===== src/rtl/m1_player_pkg.sv =====
// Shared types and constants for the m1 table player: FSM state encoding,
// default widths and the loop-counter saturation value.
package m1_player_pkg;

  typedef enum logic [1:0] {
    ST_IDLE  = 2'd0,
    ST_RUN   = 2'd1,
    ST_DRAIN = 2'd2
  } state_e;

  localparam int unsigned C_ADDR_WIDTH = 6;
  localparam int unsigned C_DATA_WIDTH = 16;
  localparam int unsigned C_RD_LATENCY = 1;
  localparam int unsigned C_FIFO_DEPTH = 4;

  localparam logic [15:0] C_LOOP_CNT_MAX = 16'hFFFF;

endpackage


===== src/rtl/m1_player_fifo.sv =====
// Synchronous output FIFO for the table player; power-of-two depth, count output,
// simultaneous push and pop allowed.
module m1_player_fifo #(
  parameter int unsigned G_DEPTH = 4,
  parameter int unsigned G_WIDTH = 16
) (
  input  logic                       clk_i,
  input  logic                       rst_n,
  input  logic                       push_i,
  input  logic [G_WIDTH-1:0]         data_i,
  input  logic                       pop_i,
  output logic [G_WIDTH-1:0]         data_o,
  output logic [$clog2(G_DEPTH):0]   count_o,
  output logic                       empty_o
);

  localparam int unsigned LP_PW = $clog2(G_DEPTH);
  localparam logic [LP_PW:0] LP_FULL = (LP_PW + 1)'(G_DEPTH);

  logic [G_WIDTH-1:0] r_mem [G_DEPTH];
  logic [LP_PW-1:0]   r_wr_ptr;
  logic [LP_PW-1:0]   r_rd_ptr;
  logic [LP_PW:0]     r_count;
  logic               w_pop;

  assign w_pop = pop_i && (r_count != '0);

  always_ff @(posedge clk_i) begin
    if (!rst_n) begin
      r_wr_ptr <= '0;
      r_rd_ptr <= '0;
      r_count  <= '0;
    end else begin
      if (push_i) r_wr_ptr <= r_wr_ptr + 1'b1;
      if (w_pop)  r_rd_ptr <= r_rd_ptr + 1'b1;
      case ({push_i, w_pop})
        2'b10:   r_count <= r_count + 1'b1;
        2'b01:   r_count <= r_count - 1'b1;
        default: r_count <= r_count;
      endcase
    end
  end

  always_ff @(posedge clk_i) begin
    if (push_i) r_mem[r_wr_ptr] <= data_i;
  end

  assign data_o  = r_mem[r_rd_ptr];
  assign count_o = r_count;
  assign empty_o = (r_count == '0);

  // Read credit upstream must make a push into a full FIFO impossible.
  a_no_overflow : assert property (@(posedge clk_i) disable iff (!rst_n)
    !(push_i && (r_count == LP_FULL)));

endmodule


===== src/rtl/m1_table_player.sv =====
// Scans table RAM entries 0..len-1 and streams them as valid/ready samples,
// in one-shot or loop mode, with read credit sized to the output FIFO.
module m1_table_player
  import m1_player_pkg::*;
#(
  parameter int unsigned G_ADDR_WIDTH = C_ADDR_WIDTH,
  parameter int unsigned G_DATA_WIDTH = C_DATA_WIDTH,
  parameter int unsigned G_RD_LATENCY = C_RD_LATENCY,
  parameter int unsigned G_FIFO_DEPTH = C_FIFO_DEPTH
) (
  input  logic                    clk_i,
  input  logic                    rst_n,
  input  logic                    start_i,
  input  logic                    stop_i,
  input  logic                    loop_i,
  input  logic [G_ADDR_WIDTH:0]   len_i,
  output logic [G_ADDR_WIDTH-1:0] mem_adr_o,
  output logic                    mem_rd_o,
  input  logic [G_DATA_WIDTH-1:0] mem_dat_i,
  output logic [G_DATA_WIDTH-1:0] smp_o,
  output logic                    smp_valid_o,
  input  logic                    smp_ready_i,
  output logic                    busy_o,
  output logic                    done_o,
  output logic [15:0]             loop_cnt_o
);

  localparam int unsigned LP_LW = G_ADDR_WIDTH + 1;
  localparam int unsigned LP_CW = $clog2(G_FIFO_DEPTH) + 1;
  localparam logic [LP_LW-1:0] LP_FULL_LEN = LP_LW'(1) << G_ADDR_WIDTH;
  localparam logic [LP_CW:0]   LP_CREDIT   = (LP_CW + 1)'(G_FIFO_DEPTH);

  state_e                  r_state;
  state_e                  w_state_nxt;
  logic [G_ADDR_WIDTH-1:0] r_adr;
  logic [LP_LW-1:0]        r_len;
  logic [15:0]             r_loop_cnt;
  logic [G_RD_LATENCY-1:0] r_dly;

  logic [LP_LW-1:0]        w_adr_inc;
  logic [LP_CW-1:0]        w_inflight;
  logic [LP_CW-1:0]        w_fifo_cnt;
  logic [G_DATA_WIDTH-1:0] w_fifo_dat;
  logic                    w_fifo_empty;
  logic                    w_credit;
  logic                    w_last;
  logic                    w_issue;
  logic                    w_done;

  assign w_adr_inc = {1'b0, r_adr} + LP_LW'(1);
  assign w_last    = (w_adr_inc == r_len);

  always_comb begin
    w_inflight = '0;
    for (int i = 0; i < G_RD_LATENCY; i++) begin
      w_inflight = w_inflight + LP_CW'(r_dly[i]);
    end
  end

  // Registered counts only: a pop this cycle does not return credit until next cycle.
  assign w_credit = ({1'b0, w_inflight} + {1'b0, w_fifo_cnt}) < LP_CREDIT;

  always_ff @(posedge clk_i) begin
    if (!rst_n) r_state <= ST_IDLE;
    else        r_state <= w_state_nxt;
  end

  always_comb begin
    w_state_nxt = r_state;
    w_issue     = 1'b0;
    w_done      = 1'b0;
    unique case (r_state)
      ST_IDLE: begin
        if (start_i) w_state_nxt = ST_RUN;
      end
      ST_RUN: begin
        if (stop_i) begin
          w_state_nxt = ST_DRAIN;
        end else if (w_credit) begin
          w_issue = 1'b1;
          if (w_last && !loop_i) w_state_nxt = ST_DRAIN;
        end
      end
      ST_DRAIN: begin
        if ((w_inflight == '0) && w_fifo_empty) begin
          w_done      = 1'b1;
          w_state_nxt = ST_IDLE;
        end
      end
      default: w_state_nxt = ST_IDLE;
    endcase
  end

  always_ff @(posedge clk_i) begin
    if (!rst_n) begin
      r_adr      <= '0;
      r_len      <= '0;
      r_loop_cnt <= '0;
      r_dly      <= '0;
    end else begin
      r_dly <= (r_dly << 1) | G_RD_LATENCY'(w_issue);
      if ((r_state == ST_IDLE) && start_i) begin
        r_len      <= (len_i == '0) ? LP_FULL_LEN : len_i;
        r_adr      <= '0;
        r_loop_cnt <= '0;
      end else if (w_issue) begin
        if (w_last && loop_i) begin
          r_adr <= '0;
          if (r_loop_cnt != C_LOOP_CNT_MAX) r_loop_cnt <= r_loop_cnt + 16'd1;
        end else begin
          r_adr <= w_adr_inc[G_ADDR_WIDTH-1:0];
        end
      end
    end
  end

  m1_player_fifo #(
    .G_DEPTH (G_FIFO_DEPTH),
    .G_WIDTH (G_DATA_WIDTH)
  ) u_fifo (
    .clk_i   (clk_i),
    .rst_n   (rst_n),
    .push_i  (r_dly[G_RD_LATENCY-1]),
    .data_i  (mem_dat_i),
    .pop_i   (smp_ready_i),
    .data_o  (w_fifo_dat),
    .count_o (w_fifo_cnt),
    .empty_o (w_fifo_empty)
  );

  assign mem_adr_o   = r_adr;
  assign mem_rd_o    = w_issue;
  assign smp_valid_o = !w_fifo_empty;
  assign smp_o       = w_fifo_empty ? '0 : w_fifo_dat;
  assign busy_o      = (r_state == ST_RUN) || ((r_state == ST_DRAIN) && !w_done);
  assign done_o      = w_done;
  assign loop_cnt_o  = r_loop_cnt;

endmodule


===== config.mk =====
export PLATFORM = sky130hd
export DESIGN_NAME = m1_table_player
export DESIGN_NICKNAME = d
export VERILOG_FILES = /design/src/rtl/m1_player_pkg.sv /design/src/rtl/m1_player_fifo.sv /design/src/rtl/m1_table_player.sv
export SDC_FILE = /design/constraint.sdc
export NUM_CORES = 1
export LEC_CHECK = 0
export CAP_MARGIN = 20
export CORE_MARGIN = 5
export CORE_UTILIZATION = 45
export CTS_CLUSTER_SIZE = 12
export DETAILED_ROUTE_END_ITERATION = 10
export PLACE_DENSITY = 0.71
export SLEW_MARGIN = 20
export SYNTH_ARGS = -nofsm -noshare
export SYNTH_HDL_FRONTEND = slang
export SYNTH_HIERARCHICAL = 1
export SYNTH_SLANG_ARGS = --single-unit
export TNS_END_PERCENT = 50

===== constraint.sdc =====
create_clock -name clk_i -period 6.5 [get_ports clk_i]
set_input_delay 1.3 -clock clk_i [delete_from_list [all_inputs] [get_ports clk_i]]
set_output_delay 1.3 -clock clk_i [all_outputs]
set_load 0.02 [all_outputs]

==> results of run 1 <==
-- final timing paths --
kind,from,end
min,r_len[2],r_len[2]
max,stop_i,mem_rd_o
max reg2reg,mem_adr_o[0],loop_cnt_o[4]
min reg2reg,r_len[2],r_len[2]
-- state kept, by name (all words and copies together), names as in the netlist, named ones only --
register / flops
u_fifo/r_mem: 64
loop_cnt_o: 16
r_len: 7
mem_adr_o: 6
u_fifo/count_o: 3
r_state: 2
u_fifo/r_rd_ptr: 2
u_fifo/r_wr_ptr: 2
r_dly: 1
-- cells in the mapped netlist, types with 2 or more instances --
master	instances
and2_1	9
inv_1	11
nor3_1	9
nand3_1	11
nor2_1	13
mux4_2	10
mux4_1	6
or3_1	15
buf_6	3
edfxtp_1	64
xor2_1	6
and3_1	5
mux2i_1	3
nand2_1	30
nor2b_1	18
nor3_2	2
dfxtp_1	41
buf_2	4
xnor2_1	9
ha_1	7
a21boi_0	8
nand4_1	4
o21ai_0	20
a21oi_1	17
clkbuf_1	5
-- logic make-up (layout without fill, tap and decap cells) --
| kind of cell | count (synthesis) | after routing | share of synthesized area |
|---|---|---|---|
| simple gates | 128 | 128 | 0.158 |
| flops | 105 | 105 | 0.594 |
| compound gates | 53 | 53 | 0.0710 |
| buf+inv | 25 | 98 | 0.0306 |
| mux | 19 | 19 | 0.0894 |
| xor+xnor | 16 | 16 | 0.0341 |
| fa+ha+maj | 8 | 8 | 0.0233 |
-- area by class of cell --
type	instances	area, um2	area share
Tap cell	136	170	0.0303
Timing Repair Buffer	71	708	0.126
Clock inverter	7	92.6	0.0165
Clock buffer	9	124	0.0221
Inverter	11	41.3	0.00736
Sequential cell	105	2740	0.489
Multi-Input combinational cell	224	1730	0.309
-- report_power, final --
part / switching (W) / total (W) / internal, W
Combinational: 0.0000894 / 0.000183 / 0.0000939
Clock: 0.000232 / 0.000421 / 0.000188
Sequential: 0.0000175 / 0.000735 / 0.000718
-- layer usage --
layer | up-vias | wire [um] | GRT usage
li1 | 1454 | - | -
met1 | 1412 | 4080 | 0.196
met2 | 69 | 4160 | 0.234
met3 | 5 | 368 | 0.0300
met4 | 0 | 56 | 0.0365
met5 | - | 0 | 0
-- worst min-delay path, stage by stage, from the launching register on --
cell	delay, ns
dfxtp_1	0.33
nand2_1	0.05
a21boi_0	0.06
-- per-stage QoR --
stage | hold slack [ns] | cells | instance area (um2) | utilization | setup slack, ns
floorplan | 0.451 | 354 | 4620 | - | 3.29
global placement | 0.471 | 547 | 5400 | 0.530 | 2.16
detailed placement | 0.481 | 547 | 5400 | 0.530 | 2.13
CTS | 0.495 | 563 | 5610 | 0.551 | 2.13
global route | 0.529 | 563 | 5610 | 0.551 | 2.01
finish | 0.493 | 563 | 5610 | 0.551 | 2.15
==> metrics.md, run 1 <==
| Metric | Value |
|---|---|
| Ranking of synthesized cells by area | edfxtp_1 42%, dfxtp_1 18%, mux4_2 4.9% |
| Total CTS buffers | 9 |
| Pre-antenna DRT Iters | 4 |
| Hold Fails Final Rpt | 0 |
| Top cell type's share of synthesized area | 0.416 |
| DR iter-0 viols | about 100 |
| H-tree Lvls | 3 |
| Most common cell after layout, fill and taps aside | clkdlybuf4s50_1 |
| Register bit total from synthesis | 105 |
| CTS tree | yes |
| Post-synth top flop | edfxtp_1 |
| CP Data Required Time | ~5.2 ns |
| Largest net degree at the start of global routing | 29 |
| # diodes | 0 |
| IO buf count | 70 |
| Root buffer cell | clkbuf_8 |
| Skew-Pair Late Insertion Delay | 0.35 ns |
| Initial antenna violation count | 0 |
| Mapped cell area | 4620 um2 |
| Clock period minus worst slack | ~4.3 ns |
| Cells on worst reg2reg path | 7 |
| Crit path DAT | 3.05 ns |
| Cell type with the highest aggregate area in the netlist | edfxtp_1 |
| Commonest non-fill, non-tap cells in the layout | 70 x clkdlybuf4s50_1, 64 x edfxtp_1, 41 x dfxtp_1 |
| Vias in the first global route | 2891 |
| Post-synth EDFFs | 64 |
| RSZ-0062 raised after global routing | no |
| CP endpoint kind | primary output |
| Worst Hold Class | register to register |
| Remaining Overflow, GRT | 0 |
| Core Area | 10200 um2 |
| Mean Syn Cell Area | between 10 and 15 um2 |
| Synth Instances | approximately 350 |
| Type of origin of the critical path | primary input |
| P per Cell Area | 239 nW/um2 |
| Tot GR Track Use | 0.143 |
| Hold-critical path depth | 2 |
| CTS max path bufs | 2 |
| Vias per cell | 5.22 |
| Setup violations, final | 0 |
| DRC viols | 0 |
| Pwr Total | 0.00134 W |
| Crit. path cell count | 5 |
| Area grow syn2layout | 21.5% |
| Setup_tns | 0 ns |
| Initial Util | 0.453 |
| Hold_buf cts | 0 |
| Worst-path cell chain | clkdlybuf4s50_1 -> nor3b_2 -> nand2_1 -> inv_1 -> clkdlybuf4s50_1 |
| Sinks on the clock net | 105 |
| First-pass GRT wire length | 14500 um |
| Actual slew at the worst max-slew pin | between 0.9 and 1 ns |
| Buf+Inv Stages, Crit Path | 3 |
| Layout cells sized above 1 | 0.0960 |
| Slew margin rel. | 0.340 |
| Clock Pin Slew Worst Setup and Hold Paths | 0.10 ns |
| Worst-path maximum fanout | 5 |
| Row count | 37 |
| Ys Warns | 6 |
| Final wirelength | 8670 um |
| Fmax | 230 MHz |
| Sequential area share after synthesis | 0.594 |
| DP Wirelength | about 5900 um |
| Cell variety after synth | 49 |
| Fraction of registers with async set/reset | 0 |
| Fin. max-slew vios | 0 |
| Post-route ant nets | 0 |
| Final Skew | 0.0108 ns |
| Cell mode on critical path | clkdlybuf4s50_1 |
| Syn nets | 391 |
| LEAKAGE | approximately 1.8 nW |
| Via count | 2940 |
| Worst IR Drop VDD | 116 uV |
| Area of the die | 12400 um2 |
| WL per Instance | between 15 and 20 um |
| IO Pins | 71 |
| Outcome | finished, final reports clean |
| Post-CTS setup buffers | 0 |
| Delay-heaviest family, CP | buffers and inverters |
| Die Width | 111 um |
| Filler Cell Count | 867 |
| Critical path type | primary input to primary output |
| R2R setup slack | 3.86 ns |
| CP peak stage delay | about 0.64 ns |
| Placer Congestion | 0.753 |
| Tcrit/Tclk final | 0.669 |
| Slowest CP cell | clkdlybuf4s50_1 |
| Die H | 111 um |
| Layout net count | 459 |
| Maxcap violations | 0 |
| Post-CTS resize count | 0 |
(Power assumes the default switching activity.)
==> inputs of run 2 (changes only) <==
--- a/config.mk
+++ b/config.mk
@@ -10,7 +10,7 @@
 export CORE_UTILIZATION = 45
 export CTS_CLUSTER_SIZE = 12
 export DETAILED_ROUTE_END_ITERATION = 10
-export PLACE_DENSITY = 0.71
+export PLACE_DENSITY = 0.73
 export SLEW_MARGIN = 20
 export SYNTH_ARGS = -nofsm -noshare
 export SYNTH_HDL_FRONTEND = slang
==> constraint.sdc (replaced) <==
create_clock -name clk_i -period 3.7 [get_ports clk_i]
set_input_delay 0.74 -clock clk_i [delete_from_list [all_inputs] [get_ports clk_i]]
set_output_delay 0.74 -clock clk_i [all_outputs]
set_load 0.02 [all_outputs]
==> run 2 against run 1 <==
Critical path type unchanged. Highest routed layer unchanged. Critical path depth unchanged. Die area unchanged. Worst setup slack got worse by 1.5 ns. Clock skew increased by 0.0041 ns. Total power increased by 70%. Combinational power increased by 86%. Clock power increased by 57%. Via count increased by 0.85%. First-iteration DRC count increased by 49%. Sequential power increased by 74%. Sequential share of layout area about the same. Largest power group unchanged.
==> metrics.md, run 2 (same netlist as run 1, synthesis figures left out) <==
| Metric | Value |
|---|---|
| Commonest non-fill, non-tap cells in the layout | 70 x clkdlybuf4s50_1, 64 x edfxtp_1, 41 x dfxtp_1 |
| Filler Cell Count | 861 (-0.69%) |
| Area grow syn2layout | 21.5% (about the same) |
| First-pass GRT wire length | 14600 um (+0.90%) |
| Initial Util | 0.453 (unchanged) |
| Root buffer cell | clkbuf_8 |
| Outcome | finished, final reports clean |
| DR iter-0 viols | 153 (+49%) |
| Post-place setup slack | 0.622 ns (-1.51 ns) |
| Maxcap violations | 0 (unchanged) |
| Worst IR Drop VDD | 179 uV (+55%) |
| Fmax | 328 MHz |
| H-tree Lvls | 3 (unchanged) |
| DRC viols | 0 (unchanged) |
| R2R setup slack | 1.08 ns (-2.78 ns) |
| CTS max path bufs | 2 (unchanged) |
| Pre-antenna DRT Iters | 4 (unchanged) |
| Final wirelength | 8780 um (+1.3%) |
| Die H | 111 um (unchanged) |
| Critical path type | primary input to primary output |
| Slew margin rel. | 0.355 (+0.0147) |
| Initial antenna violation count | 0 (unchanged) |
| Layout net count | 462 (+0.65%) |
| Tot GR Track Use | 0.145 (+0.00217) |
| RSZ-0062 raised after global routing | no |
| Setup violations, final | 0 (unchanged) |
| Row count | 37 (unchanged) |
| CTS tree | yes |
| Vias in the first global route | 2972 (+2.8%) |
| IO Pins | 71 (unchanged) |
| Final Skew | 0.0149 ns (+0.00413 ns) |
| Die Width | 111 um (unchanged) |
| Hold_buf cts | 0 (unchanged) |
| LEAKAGE | 1.77 nW (+0.12%) |
| Layout cells sized above 1 | 0.100 (+0.00398) |
| Actual slew at the worst max-slew pin | 0.965 ns (-0.0236 ns) |
| Core Area | 10200 um2 (unchanged) |
| Tightest hold margin | 0.485 ns (-0.00717 ns) |
| Clock period minus worst slack | 3.05 ns |
| Sinks on the clock net | 105 (unchanged) |
| Final Non-Filler Cells | 566 (+0.53%) |
| Most common cell after layout, fill and taps aside | clkdlybuf4s50_1 |
| WL per Instance | 15.5 um (+0.78%) |
| Post-route ant nets | 0 (unchanged) |
| Total CTS buffers | 9 (unchanged) |
| Clock Pin Slew Worst Setup and Hold Paths | 0.10 ns (about the same) |
| Crit path DAT | 2.31 ns (-0.74 ns) |
| # diodes | 0 (unchanged) |
| DP Wirelength | 6110 um (+3.5%) |
| Via count | 2965 (+0.85%) |
| Skew-Pair Late Insertion Delay | 0.36 ns (about the same) |
| Setup_tns | 0 ns (unchanged) |
| Worst-path maximum fanout | 5 (unchanged) |
| Pwr Total | 0.00228 W (+70%) |
| IO buf count | 70 (unchanged) |
| Post-CTS setup buffers | 0 (unchanged) |
| Tcrit/Tclk final | 0.824 |
| CP Data Required Time | 2.96 ns (-2.24 ns) |
| Type of origin of the critical path | primary input |
| Area of the die | 12400 um2 (unchanged) |
| Vias per cell | 5.24 (+0.32%) |
| Worst setup margin | 0.652 ns (-1.50 ns) |
| CP endpoint kind | primary output |
| Worst Hold Class | register to register |
| Remaining Overflow, GRT | 0 (unchanged) |
| Hold Fails Final Rpt | 0 (unchanged) |
| Placed cell count | 550 (+0.55%) |
| Number of flip-flops in the largest register | 64 (unchanged) |
| Fin. max-slew vios | 0 (unchanged) |
| Largest net degree at the start of global routing | 29 (unchanged) |
| P per Cell Area | 407 nW/um2 (+71%) |
| Post-CTS resize count | 0 (unchanged) |
| Placer Congestion | 0.760 (+1.0%) |
| Most flops, register | u_fifo/r_mem |
-- run 2: cell count changes in the layout (fill, tap and decap cells not counted) --
cell	change
inv_6	-1
buf_4	+3
bufinv_16	-1
clkbuf_1	+1
clkinv_4	+1
-- run 2: layer usage --
metal	up-vias	part of all wire	track usage
met2	82	0.49	0.246
met1	1423	0.45	0.181
met4	0	0.0089	0.0381
li1	1454	-	-
met5	-	0	0
met3	6	0.048	0.0459
-- run 2: cell type report --
class / count / area (um2) / share of cell area
multi-input combinational: 224 / 1730 / 0.309
timing repair buffer: 74 / 731 / 0.130
clock buffer: 10 / 128 / 0.0228
tap: 136 / 170 / 0.0303
clock inverter: 6 / 62.6 / 0.0112
sequential: 105 / 2740 / 0.489
inverter: 11 / 41.3 / 0.00736
-- run 2: report_power, final --
| group | switching (W) | internal, W | total, W |
|---|---|---|---|
| clock | 0.000401 | 0.000262 | 0.000663 |
| combinational | 0.000171 | 0.000169 | 0.000340 |
| sequential | 0.0000183 | 0.00126 | 0.00128 |
-- run 2: critical path, stage by stage --
cell and delay (ns):
clkdlybuf4s50_1 0.42, nor3b_2 0.21, nand2_1 0.13, inv_1 0.17
clkdlybuf4s50_1 0.64
-- run 2: path summary, 6_finish.rpt --
| check | from | to | depth (start not counted) |
|---|---|---|---|
| min reg2reg | r_len[1] | r_len[1] | 2 |
| max reg2reg | mem_adr_o[0] | loop_cnt_o[12] | 7 |
| max | stop_i | mem_rd_o | 5 |
| min | r_len[1] | r_len[1] | 2 |
-- run 2: per-stage QoR --
step	cell area, um2	utilization
3_3_place_gp	5420	0.532
2_1_floorplan	4620	-
4_1_cts	5610	0.551
3_5_place_dp	5420	0.532
5_1_grt	5610	0.551
6_report	5610	0.551
==> inputs of run 3 (changes only) <==
--- a/config.mk
+++ b/config.mk
@@ -10,7 +10,7 @@
 export CORE_UTILIZATION = 45
 export CTS_CLUSTER_SIZE = 12
 export DETAILED_ROUTE_END_ITERATION = 10
-export PLACE_DENSITY = 0.73
+export PLACE_DENSITY = 0.71
 export SLEW_MARGIN = 20
 export SYNTH_ARGS = -nofsm -noshare
 export SYNTH_HDL_FRONTEND = slang
==> constraint.sdc (replaced) <==
create_clock -name clk_i -period 3.05 [get_ports clk_i]
set_input_delay 0.61 -clock clk_i [delete_from_list [all_inputs] [get_ports clk_i]]
set_output_delay 0.61 -clock clk_i [all_outputs]
set_load 0.02 [all_outputs]
==> run 3 against run 2 <==
Sequential power grew 21%. Worst setup slack lost 0.48 ns. Non-clock buffer count grew 3. Critical path depth is the same. Critical path type unchanged. Largest cell class unchanged.
==> metrics.md, run 3 (same netlist as run 1, synthesis figures left out) <==
| Metric | Value |
|---|---|
| Outcome | finished, final reports clean |
| Skew-Pair Late Insertion Delay | 0.37 ns (about the same) |
| Clock period minus worst slack | 2.87 ns |
| LEAKAGE | 1.79 nW (+1.0%) |
| Hold Path Sink | r_len[1] |
| Type of origin of the critical path | primary input |
| Layout net count | 465 (+0.65%) |
| Sinks on the clock net | 105 (unchanged) |
| IO Pins | 71 (unchanged) |
| H-tree Lvls | 3 (unchanged) |
| Critical path type | primary input to primary output |
| Vias in the first global route | 3196 (+7.5%) |
| CP peak stage delay | 0.61 ns (-0.03 ns) |
| Critical Path Source | stop_i |
| Remaining Overflow, GRT | 0 (unchanged) |
| Post-route ant nets | 0 (unchanged) |
| Worst Hold Class | register to register |
| CTS tree | yes |
| Reg-to-Reg Start | mem_adr_o[0] |
| Reg-to-reg endpoint | loop_cnt_o[5] |
| Number of flip-flops in the largest register | 64 (unchanged) |
| Via count | 3048 (+2.8%) |
| Pwr Total | 0.00278 W (+22%) |
| Initial Util | 0.453 (unchanged) |
| Hold_buf cts | 0 (unchanged) |
| Tot GR Track Use | 0.150 (+0.00464) |
| Crit path DAT | 2.26 ns (-0.05 ns) |
| Hold Fails Final Rpt | 0 (unchanged) |
| CTS max path bufs | 2 (unchanged) |
| Worst-path cell chain | clkdlybuf4s50_1 -> nor3b_2 -> nand2_1 -> inv_1 -> clkdlybuf4s50_1 |
| Worst IR Drop VDD | 225 uV (+26%) |
| Layout cells sized above 1 | 0.109 (+0.00855) |
| Pre-antenna DRT Iters | 4 (unchanged) |
| First-pass GRT wire length | 15100 um (+3.1%) |
| Fin. max-slew vios | 0 (unchanged) |
| IO buf count | 70 (unchanged) |
| Row count | 37 (unchanged) |
| Worst-path maximum fanout | 5 (unchanged) |
| DP Wirelength | 6060 um (-0.80%) |
| Die H | 111 um (unchanged) |
| DR iter-0 viols | 127 (-17%) |
| Slowest CP cell | clkdlybuf4s50_1 |
| # diodes | 0 (unchanged) |
| Root buffer cell | clkbuf_8 |
| Area grow syn2layout | 22.0% |
| Maxcap violations | 0 (unchanged) |
| Commonest non-fill, non-tap cells in the layout | 70 x clkdlybuf4s50_1, 64 x edfxtp_1, 41 x dfxtp_1 |
| Final wirelength | 8830 um (+0.52%) |
| Clock Pin Slew Worst Setup and Hold Paths | 0.10 ns (about the same) |
| Core Area | 10200 um2 (unchanged) |
| DRC viols | 0 (unchanged) |
| Hold-critical path depth | 2 (unchanged) |
| Area of the die | 12400 um2 (unchanged) |
| Final Skew | 0.0104 ns (-0.00455 ns) |
| CP endpoint kind | primary output |
| Met3 WL | 556 um (+31%) |
| Post-CTS resize count | 0 (unchanged) |
| Setup violations, final | 0 (unchanged) |
| Post-CTS setup buffers | 0 (unchanged) |
| Met2 Wirelength | 4390 um (+1.3%) |
| Placer Congestion | 0.782 (+2.9%) |
| RSZ-0062 raised after global routing | no |
| WL met1 | 3810 um (-3.4%) |
| Fmax | 348 MHz |
| Actual slew at the worst max-slew pin | 0.887 ns (-0.0786 ns) |
| Most common cell after layout, fill and taps aside | clkdlybuf4s50_1 |
| Tcrit/Tclk final | 0.942 |
| Total CTS buffers | 9 (unchanged) |
| Largest net degree at the start of global routing | 26 (-10%) |
| Most flops, register | u_fifo/r_mem |
| CP Data Required Time | 2.44 ns (-0.52 ns) |
| Slew margin rel. | 0.409 (+0.0543) |
| Initial antenna violation count | 0 (unchanged) |
| Filler Cell Count | 897 (+4.2%) |
| WL per Instance | 15.5 um (about the same) |
| Vias per cell | 5.36 (+2.3%) |
| Die Width | 111 um (unchanged) |
| Cell mode on critical path | clkdlybuf4s50_1 |
| R2R setup slack | 0.55 ns (-0.53 ns) |
| Highest Signal Layer | met4 |
| Cells on worst reg2reg path | 7 (unchanged) |
| HP Start | r_len[1] |
| Setup_tns | 0 ns (unchanged) |
| P per Cell Area | 494 nW/um2 (+21%) |
[run 3: cell types whose count changed in the layout (fill, tap and decap cells not counted), sizes merged]
cell	before	now
clkbuf	10	9
inv	13	15
clkinv	4	3
buf	4	7
[run 3: cell type report]
class | count | area [um2] | area share
clock inverters | 7 | 67.6 | 0.0120
clock buffers | 9 | 124 | 0.0220
repair buffers | 77 | 753 | 0.134
well taps | 136 | 170 | 0.0302
flip-flops and latches | 105 | 2740 | 0.487
multi-input cells | 224 | 1730 | 0.308
inverters | 11 | 41.3 | 0.00733
[run 3: power breakdown]
group	total (W)	internal [W]	switching (W)
Clock	0.000816	0.000318	0.000498
Sequential	0.00155	0.00153	0.0000208
Combinational	0.000416	0.000206	0.000210
[run 3: worst max-delay path by stage]
stage	slack (ns)	depth (start not counted)	endpoint
global placement	0.19	5	mem_rd_o
floorplan	0.66	3	done_o
CTS	0.13	4	smp_o[2]
finish	0.18	5	mem_rd_o
global route	0.04	4	smp_o[1]
detailed placement	0.18	5	mem_rd_o
[run 3: metrics by stage]
stage	hold slack, ns	utilization	worst slack (ns)	cell area, um2	std cells
floorplan	0.451	-	0.659	4620	354
global placement	0.470	0.534	0.186	5440	553
detailed placement	0.476	0.534	0.178	5440	553
CTS	0.491	0.553	0.129	5630	569
global route	0.515	0.553	0.0440	5630	569
finish	0.489	0.553	0.176	5630	569
[run 3: metal layers]
metal | vias up | track usage
met4 | 0 | 0.0324
met3 | 7 | 0.0469
met2 | 94 | 0.256
met5 | - | 0
met1 | 1488 | 0.188
li1 | 1459 | -
[run 3: worst max-delay path: cells and delay by family]
family	cells	cell delay, ns
buffers and inverters	3	1.14
and+or+nand+nor	2	0.51
